<file path="src/rtl/branch_predictor_bht_pkg.sv">
// rtl/branch_predictor_bht_pkg.sv - shared opcodes, counter constants and helpers for the bimodal predictor
package branch_predictor_bht_pkg;

    localparam logic [6:0] OPCODE_JAL    = 7'b1101111;
    localparam logic [6:0] OPCODE_BRANCH = 7'b1100011;
    localparam logic [6:0] OPCODE_JALR   = 7'b1100111;

    // Weakly not-taken: one taken commit is enough to flip the prediction.
    localparam logic [1:0] CNT_RESET = 2'b01;

    typedef enum logic [1:0] {
        INS_OTHER  = 2'd0,
        INS_JAL    = 2'd1,
        INS_BRANCH = 2'd2,
        INS_JALR   = 2'd3
    } ins_kind_e;

    function automatic ins_kind_e decode_kind(input logic [6:0] opcode);
        ins_kind_e kind;
        case (opcode)
            OPCODE_JAL:    kind = INS_JAL;
            OPCODE_BRANCH: kind = INS_BRANCH;
            OPCODE_JALR:   kind = INS_JALR;
            default:       kind = INS_OTHER;
        endcase
        return kind;
    endfunction

    // 2-bit saturating counter step toward the committed outcome.
    function automatic logic [1:0] sat_update(input logic [1:0] cnt, input logic taken);
        logic [1:0] nxt;
        nxt = cnt;
        if (taken && cnt != 2'b11)
            nxt = cnt + 2'b01;
        else if (!taken && cnt != 2'b00)
            nxt = cnt - 2'b01;
        return nxt;
    endfunction

endpackage

</file>
<file path="src/rtl/branch_predictor_bht_if.sv">
// rtl/branch_predictor_bht_if.sv - fetch-side prediction and ROB-side training signals
interface branch_predictor_bht_if #(
    parameter int ADDR_W = 32,
    parameter int INS_W  = 32
);
    logic              rdy;
    logic [ADDR_W-1:0] pc_cur;
    logic [INS_W-1:0]  ins_cur;
    logic              pc_pred_enable;
    logic [ADDR_W-1:0] pc_pred;
    logic              predict_jump_to_dispatcher;
    logic              enable_from_rob;
    logic              if_jump;
    logic [ADDR_W-1:0] pc_finish;

    // Fetch stage / ROB side: supplies PC, instruction and commit outcomes.
    modport master (
        output rdy, pc_cur, ins_cur, enable_from_rob, if_jump, pc_finish,
        input  pc_pred_enable, pc_pred, predict_jump_to_dispatcher
    );

    // Predictor side.
    modport slave (
        input  rdy, pc_cur, ins_cur, enable_from_rob, if_jump, pc_finish,
        output pc_pred_enable, pc_pred, predict_jump_to_dispatcher
    );
endinterface

</file>
<file path="src/rtl/branch_predictor_bht_counter_table.sv">
// rtl/branch_predictor_bht_counter_table.sv - 2^INDEX_BITS x 2-bit saturating counter array
module bp_counter_table
    import branch_predictor_bht_pkg::*;
#(
    parameter int INDEX_BITS = 8
) (
    input  logic                  clk,
    input  logic                  rst,
    input  logic [INDEX_BITS-1:0] rd_idx,
    output logic [1:0]            rd_cnt,
    input  logic                  wr_en,
    input  logic [INDEX_BITS-1:0] wr_idx,
    input  logic                  wr_taken
);
    localparam int ENTRIES = 1 << INDEX_BITS;

    logic [1:0] cnt [ENTRIES];

    // Counter storage: async re-init to weakly not-taken, one saturating update per cycle.
    always_ff @(posedge clk or posedge rst) begin
        if (rst) begin
            for (int i = 0; i < ENTRIES; i++)
                cnt[i] <= CNT_RESET;
        end else if (wr_en) begin
            cnt[wr_idx] <= sat_update(cnt[wr_idx], wr_taken);
        end
    end

    // Read is asynchronous so a same-cycle update is seen only from the next cycle.
    assign rd_cnt = cnt[rd_idx];

endmodule

</file>
<file path="src/rtl/branch_predictor_bht.sv">
// rtl/branch_predictor_bht.sv - bimodal branch predictor for fetch; BP_GSHARE_EN adds global-history hashing
module branch_predictor_bht
    import branch_predictor_bht_pkg::*;
#(
    parameter int ADDR_W     = 32,
    parameter int INS_W      = 32,
    parameter int INDEX_BITS = 8,
    parameter int HIST_BITS  = 8
) (
    input logic                   clk,
    input logic                   rst,
    branch_predictor_bht_if.slave bus
);
    logic [INDEX_BITS-1:0] idx_p;
    logic [INDEX_BITS-1:0] idx_t;
    logic [1:0]            rd_cnt;
    logic                  train_en;
    ins_kind_e             kind;
    logic [ADDR_W-1:0]     imm_j;
    logic [ADDR_W-1:0]     imm_b;
    logic [ADDR_W-1:0]     pc_seq;

    assign train_en = bus.rdy & bus.enable_from_rob;

`ifdef BP_GSHARE_EN
    logic [HIST_BITS-1:0] ghr;

    // Commit-time global history: only accepted training strobes shift it.
    always_ff @(posedge clk or posedge rst) begin
        if (rst)
            ghr <= '0;
        else if (train_en)
            ghr <= (ghr << 1) | HIST_BITS'(bus.if_jump);
    end

    // Both ports hash with the pre-shift history.
    assign idx_p = bus.pc_cur[INDEX_BITS+1:2]    ^ INDEX_BITS'(ghr);
    assign idx_t = bus.pc_finish[INDEX_BITS+1:2] ^ INDEX_BITS'(ghr);
`else
    assign idx_p = bus.pc_cur[INDEX_BITS+1:2];
    assign idx_t = bus.pc_finish[INDEX_BITS+1:2];
`endif

    bp_counter_table #(
        .INDEX_BITS (INDEX_BITS)
    ) u_table (
        .clk      (clk),
        .rst      (rst),
        .rd_idx   (idx_p),
        .rd_cnt   (rd_cnt),
        .wr_en    (train_en),
        .wr_idx   (idx_t),
        .wr_taken (bus.if_jump)
    );

    assign kind   = decode_kind(bus.ins_cur[6:0]);
    assign pc_seq = bus.pc_cur + ADDR_W'(4);

    assign imm_j = {{(ADDR_W-21){bus.ins_cur[31]}}, bus.ins_cur[31], bus.ins_cur[19:12],
                    bus.ins_cur[20], bus.ins_cur[30:21], 1'b0};
    assign imm_b = {{(ADDR_W-13){bus.ins_cur[31]}}, bus.ins_cur[31], bus.ins_cur[7],
                    bus.ins_cur[30:25], bus.ins_cur[11:8], 1'b0};

    // Zero-latency next-PC selection from the decoded opcode and counter MSB.
    always_comb begin
        bus.predict_jump_to_dispatcher = 1'b0;
        bus.pc_pred                    = pc_seq;
        case (kind)
            INS_JAL: begin
                bus.predict_jump_to_dispatcher = 1'b1;
                bus.pc_pred                    = bus.pc_cur + imm_j;
            end
            INS_BRANCH: begin
                if (rd_cnt[1]) begin
                    bus.predict_jump_to_dispatcher = 1'b1;
                    bus.pc_pred                    = bus.pc_cur + imm_b;
                end
            end
            default: ;
        endcase
    end

    assign bus.pc_pred_enable = ~rst;

    // Operand bits that carry no prediction information.
    logic unused_bits;
    assign unused_bits = (^{bus.pc_finish, bus.ins_cur, rd_cnt[0]}) ^ (HIST_BITS > INDEX_BITS);

endmodule
</file>
<file path="src/flat_wrapper.sv">
// flat-port wrapper written by rule: the top's interface ports become plain ports
module branch_predictor_bht_flat import branch_predictor_bht_pkg::*;
#(
    parameter int ADDR_W     = 32,
    parameter int INS_W      = 32,
    parameter int INDEX_BITS = 8,
    parameter int HIST_BITS  = 8
)
  (clk, rst, bus_rdy, bus_pc_cur, bus_ins_cur, bus_enable_from_rob, bus_if_jump, bus_pc_finish, bus_pc_pred_enable, bus_pc_pred, bus_predict_jump_to_dispatcher);
  branch_predictor_bht_if #(.ADDR_W(ADDR_W), .INS_W(INS_W)) bus_i ();
  input logic clk;
  input logic rst;
  input wire logic [$bits(bus_i.rdy)-1:0] bus_rdy;
  input wire logic [$bits(bus_i.pc_cur)-1:0] bus_pc_cur;
  input wire logic [$bits(bus_i.ins_cur)-1:0] bus_ins_cur;
  input wire logic [$bits(bus_i.enable_from_rob)-1:0] bus_enable_from_rob;
  input wire logic [$bits(bus_i.if_jump)-1:0] bus_if_jump;
  input wire logic [$bits(bus_i.pc_finish)-1:0] bus_pc_finish;
  output wire logic [$bits(bus_i.pc_pred_enable)-1:0] bus_pc_pred_enable;
  output wire logic [$bits(bus_i.pc_pred)-1:0] bus_pc_pred;
  output wire logic [$bits(bus_i.predict_jump_to_dispatcher)-1:0] bus_predict_jump_to_dispatcher;
  assign bus_i.rdy = bus_rdy;
  assign bus_i.pc_cur = bus_pc_cur;
  assign bus_i.ins_cur = bus_ins_cur;
  assign bus_i.enable_from_rob = bus_enable_from_rob;
  assign bus_i.if_jump = bus_if_jump;
  assign bus_i.pc_finish = bus_pc_finish;
  assign bus_pc_pred_enable = bus_i.pc_pred_enable;
  assign bus_pc_pred = bus_i.pc_pred;
  assign bus_predict_jump_to_dispatcher = bus_i.predict_jump_to_dispatcher;
  branch_predictor_bht #(.ADDR_W(ADDR_W), .INS_W(INS_W), .INDEX_BITS(INDEX_BITS), .HIST_BITS(HIST_BITS)) u_core (.clk(clk), .rst(rst), .bus(bus_i));
endmodule
</file>
<file path="config.mk">
export PLATFORM = sky130hd
export DESIGN_NAME = branch_predictor_bht_flat
export DESIGN_NICKNAME = d
export VERILOG_FILES = /design/src/rtl/branch_predictor_bht_pkg.sv /design/src/rtl/branch_predictor_bht_if.sv /design/src/rtl/branch_predictor_bht_counter_table.sv /design/src/rtl/branch_predictor_bht.sv /design/src/flat_wrapper.sv
export SDC_FILE = /design/constraint.sdc
export NUM_CORES = 2
export LEC_CHECK = 0
export ABC_AREA = 1
export CAP_MARGIN = 20
export CORE_MARGIN = 2
export CORE_UTILIZATION = 35
export CTS_BUF_LIST = sky130_fd_sc_hd__clkbuf_4 sky130_fd_sc_hd__clkbuf_8
export DETAILED_ROUTE_END_ITERATION = 12
export RECOVER_POWER = 50
export SLEW_MARGIN = 20
export SYNTH_ARGS = -nofsm -noshare
export SYNTH_HDL_FRONTEND = slang
export SYNTH_SLANG_ARGS = --single-unit
export TNS_END_PERCENT = 30
</file>
<file path="constraint.sdc">
create_clock -name clk -period 35.9 [get_ports clk]
set_input_delay 3.59 -clock clk [delete_from_list [all_inputs] [get_ports clk]]
set_output_delay 3.59 -clock clk [all_outputs]
set_load 0.005 [all_outputs]
</file>
==> flow_metrics.tcl <==
set metrics [dict create \
    synth_area_per_cell_um2 6.42 \
    critPathMaxFanout 75 \
    route.detailed.wl_per_inst_um 20.9 \
    top_register "u_core.u_table.cnt" \
    grt_first_pass_wirelength_mm 213 \
    reg2reg_from "u_core.u_table.cnt[6]" \
    period_share 0.449 \
    finalSetupTns_ns 0 \
    tritoncts "done" \
    r2r_slack_ns 29.05 \
    cp-end-kind "flip-flop" \
    ctsResizeCount 0 \
    use_met3 0.0611 \
    met2_usage 0.397 \
    cts_buffers 94 \
    ant_nets 0 \
    whs_endpoint "u_core.u_table.cnt[270]" \
    regToRegEndpoint "u_core.u_table.cnt[257]" \
    final_common_cell "nand2_1" \
    fin_nets 5590 \
    timing.fmax_mhz 62.1 \
    wl_mm 142 \
    initial_core_util 0.352 \
    status "finished, violations left" \
    gp_congestion 0.968 \
    r2r_cells 18 \
    die_y_um 321 \
    top_regs "u_core.u_table.cnt: 512 flops" \
    max_stage_delay_ns 2.02 \
    drt-vias-per-instance 5.48 \
    synthCells 5480 \
    ys_types 41 \
    ir_drop_mv 0.0244 \
    rows 116 \
    num_vias 37370 \
    overflow 0 \
    clock-sinks 512 \
    cpMaxStageDelayCell "clkbuf_1" \
    hold_start "u_core.u_table.cnt[270]" \
    criticalPathCategory "input pin to flip-flop" \
    clock_path_buffers 3 \
    syn_to_final_growth_pct 10.9 \
    drc 0 \
    clk_latency_ns 0.74 \
    fillers 10571 \
    grt_pass1_vias 34379 \
    worstPathRequired_ns 36.54 \
    synth_warnings 0 \
    use_met1 0.378 \
    drive_gt1_frac 0.0937 \
    dr.pass1.iters 6 \
    tightest_slew_ns 8.58 \
    port_buffers 108 \
    cpMostUsedCell "nand2_1" \
    finClkSkew_ns 0.0429 \
    largest_reg_flops 512 \
    hold_class "flip-flop to flip-flop" \
    rsz0062_at_grt "false" \
    dp_hpwl_mm 85.6 \
    holdPathStages 2 \
    syn-num-nets 5631 \
    antenna_found_initial 5 \
    htreeDepth 3 \
    path_buf_inv 7 \
    die_w_um 321 \
    p_per_area_nw_per_um2 37.4 \
    startpoint_type "input pin" \
    finish.utilization 0.391 \
    grt_usage 0.269 \
    holdWs_ns 0.465 \
    final_cell_mix "nand2_1 (2,081), nand3_1 (689), inv_1 (577)" \
    cts_hold_buf 0 \
    coreArea_um2 99900 \
    maxCapViolCount 10 \
    drtIter0Drc 4802 \
    critical-path-top-delay-family "buffers and inverters" \
    ys_ff_latch 512 \
    crit_chain "clkbuf_1 -> clkinvlp_2 -> nand2_1 -> clkinvlp_2 -> clkbuf_1 -> a22oi_1 -> nand2_1 -> nand2_1 -> nand2_1 -> o21bai_1 -> nand2_1 -> nand2_1 -> nand3_1 -> nor2_1 -> inv_1 -> ha_1 -> nor2_1 -> a21oi_1 -> nand2_1 -> buf_4 -> buf_4 -> nand3_1 -> nand2_1" \
    top_usage_layer "met2" \
    maxSlewViolCount 678 \
    dieArea_um2 103000 \
    period_needed_ns 16.11 \
    relSlewSlack -4.72 \
    grt_max_degree 156 \
    cp.arrival_ns 16.75 \
    netlist_area_um2 35200 \
    cts_root_buf "clkbuf_8" \
    setup_viol 0 \
    finalHoldViolations 0 \
    synth_seq_area_share 0.373 \
    violations "capacitance limit, slew limit" \
    power.leakage_nw 18.3 \
    post_cts_buffers 0 \
    io_pins 135 \
    clk_pin_slew_ns 0.06 \
]
-- layout make-up --
| type | count | area [um^2] | share of cell area |
|---|---|---|---|
| Multi-Input combinational cell | 4064 | 18400 | 0.471 |
| Clock buffer | 164 | 1990 | 0.0509 |
| Clock inverter | 13 | 93.8 | 0.00240 |
| Tap cell | 1298 | 1620 | 0.0416 |
| Inverter | 593 | 2230 | 0.0573 |
| Antenna cell | 2 | 5.00 | 0.000128 |
| Sequential cell | 512 | 13100 | 0.336 |
| Timing Repair Buffer | 174 | 1560 | 0.0399 |
-- routing by layer --
metal / vias up / share of wire
met5: - / 0.00029
met4: 6 / 0.043
met3: 362 / 0.11
met2: 1971 / 0.42
met1: 17621 / 0.42
li1: 17410 / -
-- per-stage QoR --
step                      cell area [um^2]  cells  setup slack (ns)  power, mW
after floorplan                      35200   5480             18.39      0.746
after global placement               37000   6641             23.59      0.835
after detailed placement             37000   6641             23.65      0.835
after CTS                            39100   6818             23.62       1.46
after global routing                 39000   6820             19.01       1.51
final                                39000   6820             19.79       1.46
-- synthesized netlist by cell type, drive strengths merged --
| cell type | instances | area, um^2 |
|---|---|---|
| dfstp | 256 | 6730 |
| a21boi | 4 | 30.0 |
| nor2 | 379 | 1430 |
| o21bai | 10 | 78.8 |
| o211ai | 42 | 315 |
| nor3 | 220 | 1100 |
| buf | 161 | 932 |
| a22oi | 88 | 661 |
| o22ai | 2 | 12.5 |
| o21a | 5 | 37.5 |
| a31oi | 4 | 25.0 |
| o21ai | 211 | 1060 |
| inv | 583 | 2190 |
| or2 | 6 | 37.5 |
| ha | 48 | 601 |
| o2111ai | 2 | 17.5 |
| fa | 2 | 40.0 |
| nand2 | 2084 | 7830 |
| nor4 | 4 | 25.0 |
| nand4 | 45 | 282 |
| nand3 | 689 | 3450 |
| xnor2 | 12 | 105 |
| xor2 | 34 | 298 |
| nand3b | 9 | 67.6 |
| o221ai | 1 | 8.76 |
| a21o | 5 | 37.5 |
| a21oi | 157 | 786 |
| clkbuf | 150 | 563 |
| and2 | 1 | 6.26 |
| clkinv | 10 | 37.5 |
| dfrtp | 256 | 6410 |
-- worst reg2reg max path, stage by stage, from the launching register on --
cell and delay, ns:
dfstp_2 0.37, a22oi_1 0.20, nand2_1 0.16, nand2_1 0.13
nand2_1 0.07, o21bai_1 0.25, nand2_1 0.18, nand2_1 0.14
nand3_1 0.19, nor2_1 0.45, inv_1 0.09, ha_1 0.21
nor2_1 0.26, a21oi_1 0.07, nand2_1 1.70, buf_4 0.96
buf_4 0.98, nand3_1 0.23, nand2_1 0.12
-- cell families after synthesis --
kind of cell | count (synthesis) | synth area share
xor gates and xnor gates | 46 | 0.0114
adders and majority gates | 50 | 0.0182
buffers and inverters | 904 | 0.106
AOI/OAI and AO/OA | 531 | 0.0871
and+or+nand+nor | 3437 | 0.404
DFF | 512 | 0.373
-- worst max path at each step --
stage                                   end        startpoint  depth (start not counted)  slack (ns)
floorplan           u_core.u_table.cnt[101]               rst                          1       18.39
global placement            bus_pc_pred[26]     bus_pc_cur[3]                         21       23.59
detailed placement          bus_pc_pred[26]     bus_pc_cur[3]                         21       23.65
CTS                         bus_pc_pred[26]     bus_pc_cur[3]                         21       23.62
global route        u_core.u_table.cnt[485]               rst                          3       19.01
finish              u_core.u_table.cnt[257]  bus_pc_finish[3]                         23       19.79
-- power breakdown --
group / total [mW] / switching [mW] / internal, mW / leakage, nW
logic: 0.229 / 0.171 / 0.0571 / 11.0
clock network: 0.626 / 0.278 / 0.347 / 1.11
registers: 0.604 / 0.00773 / 0.596 / 6.21
total: 1.46 / 0.458 / 1.00 / 18.3
Note: power is estimated with default switching activity, not from simulation.
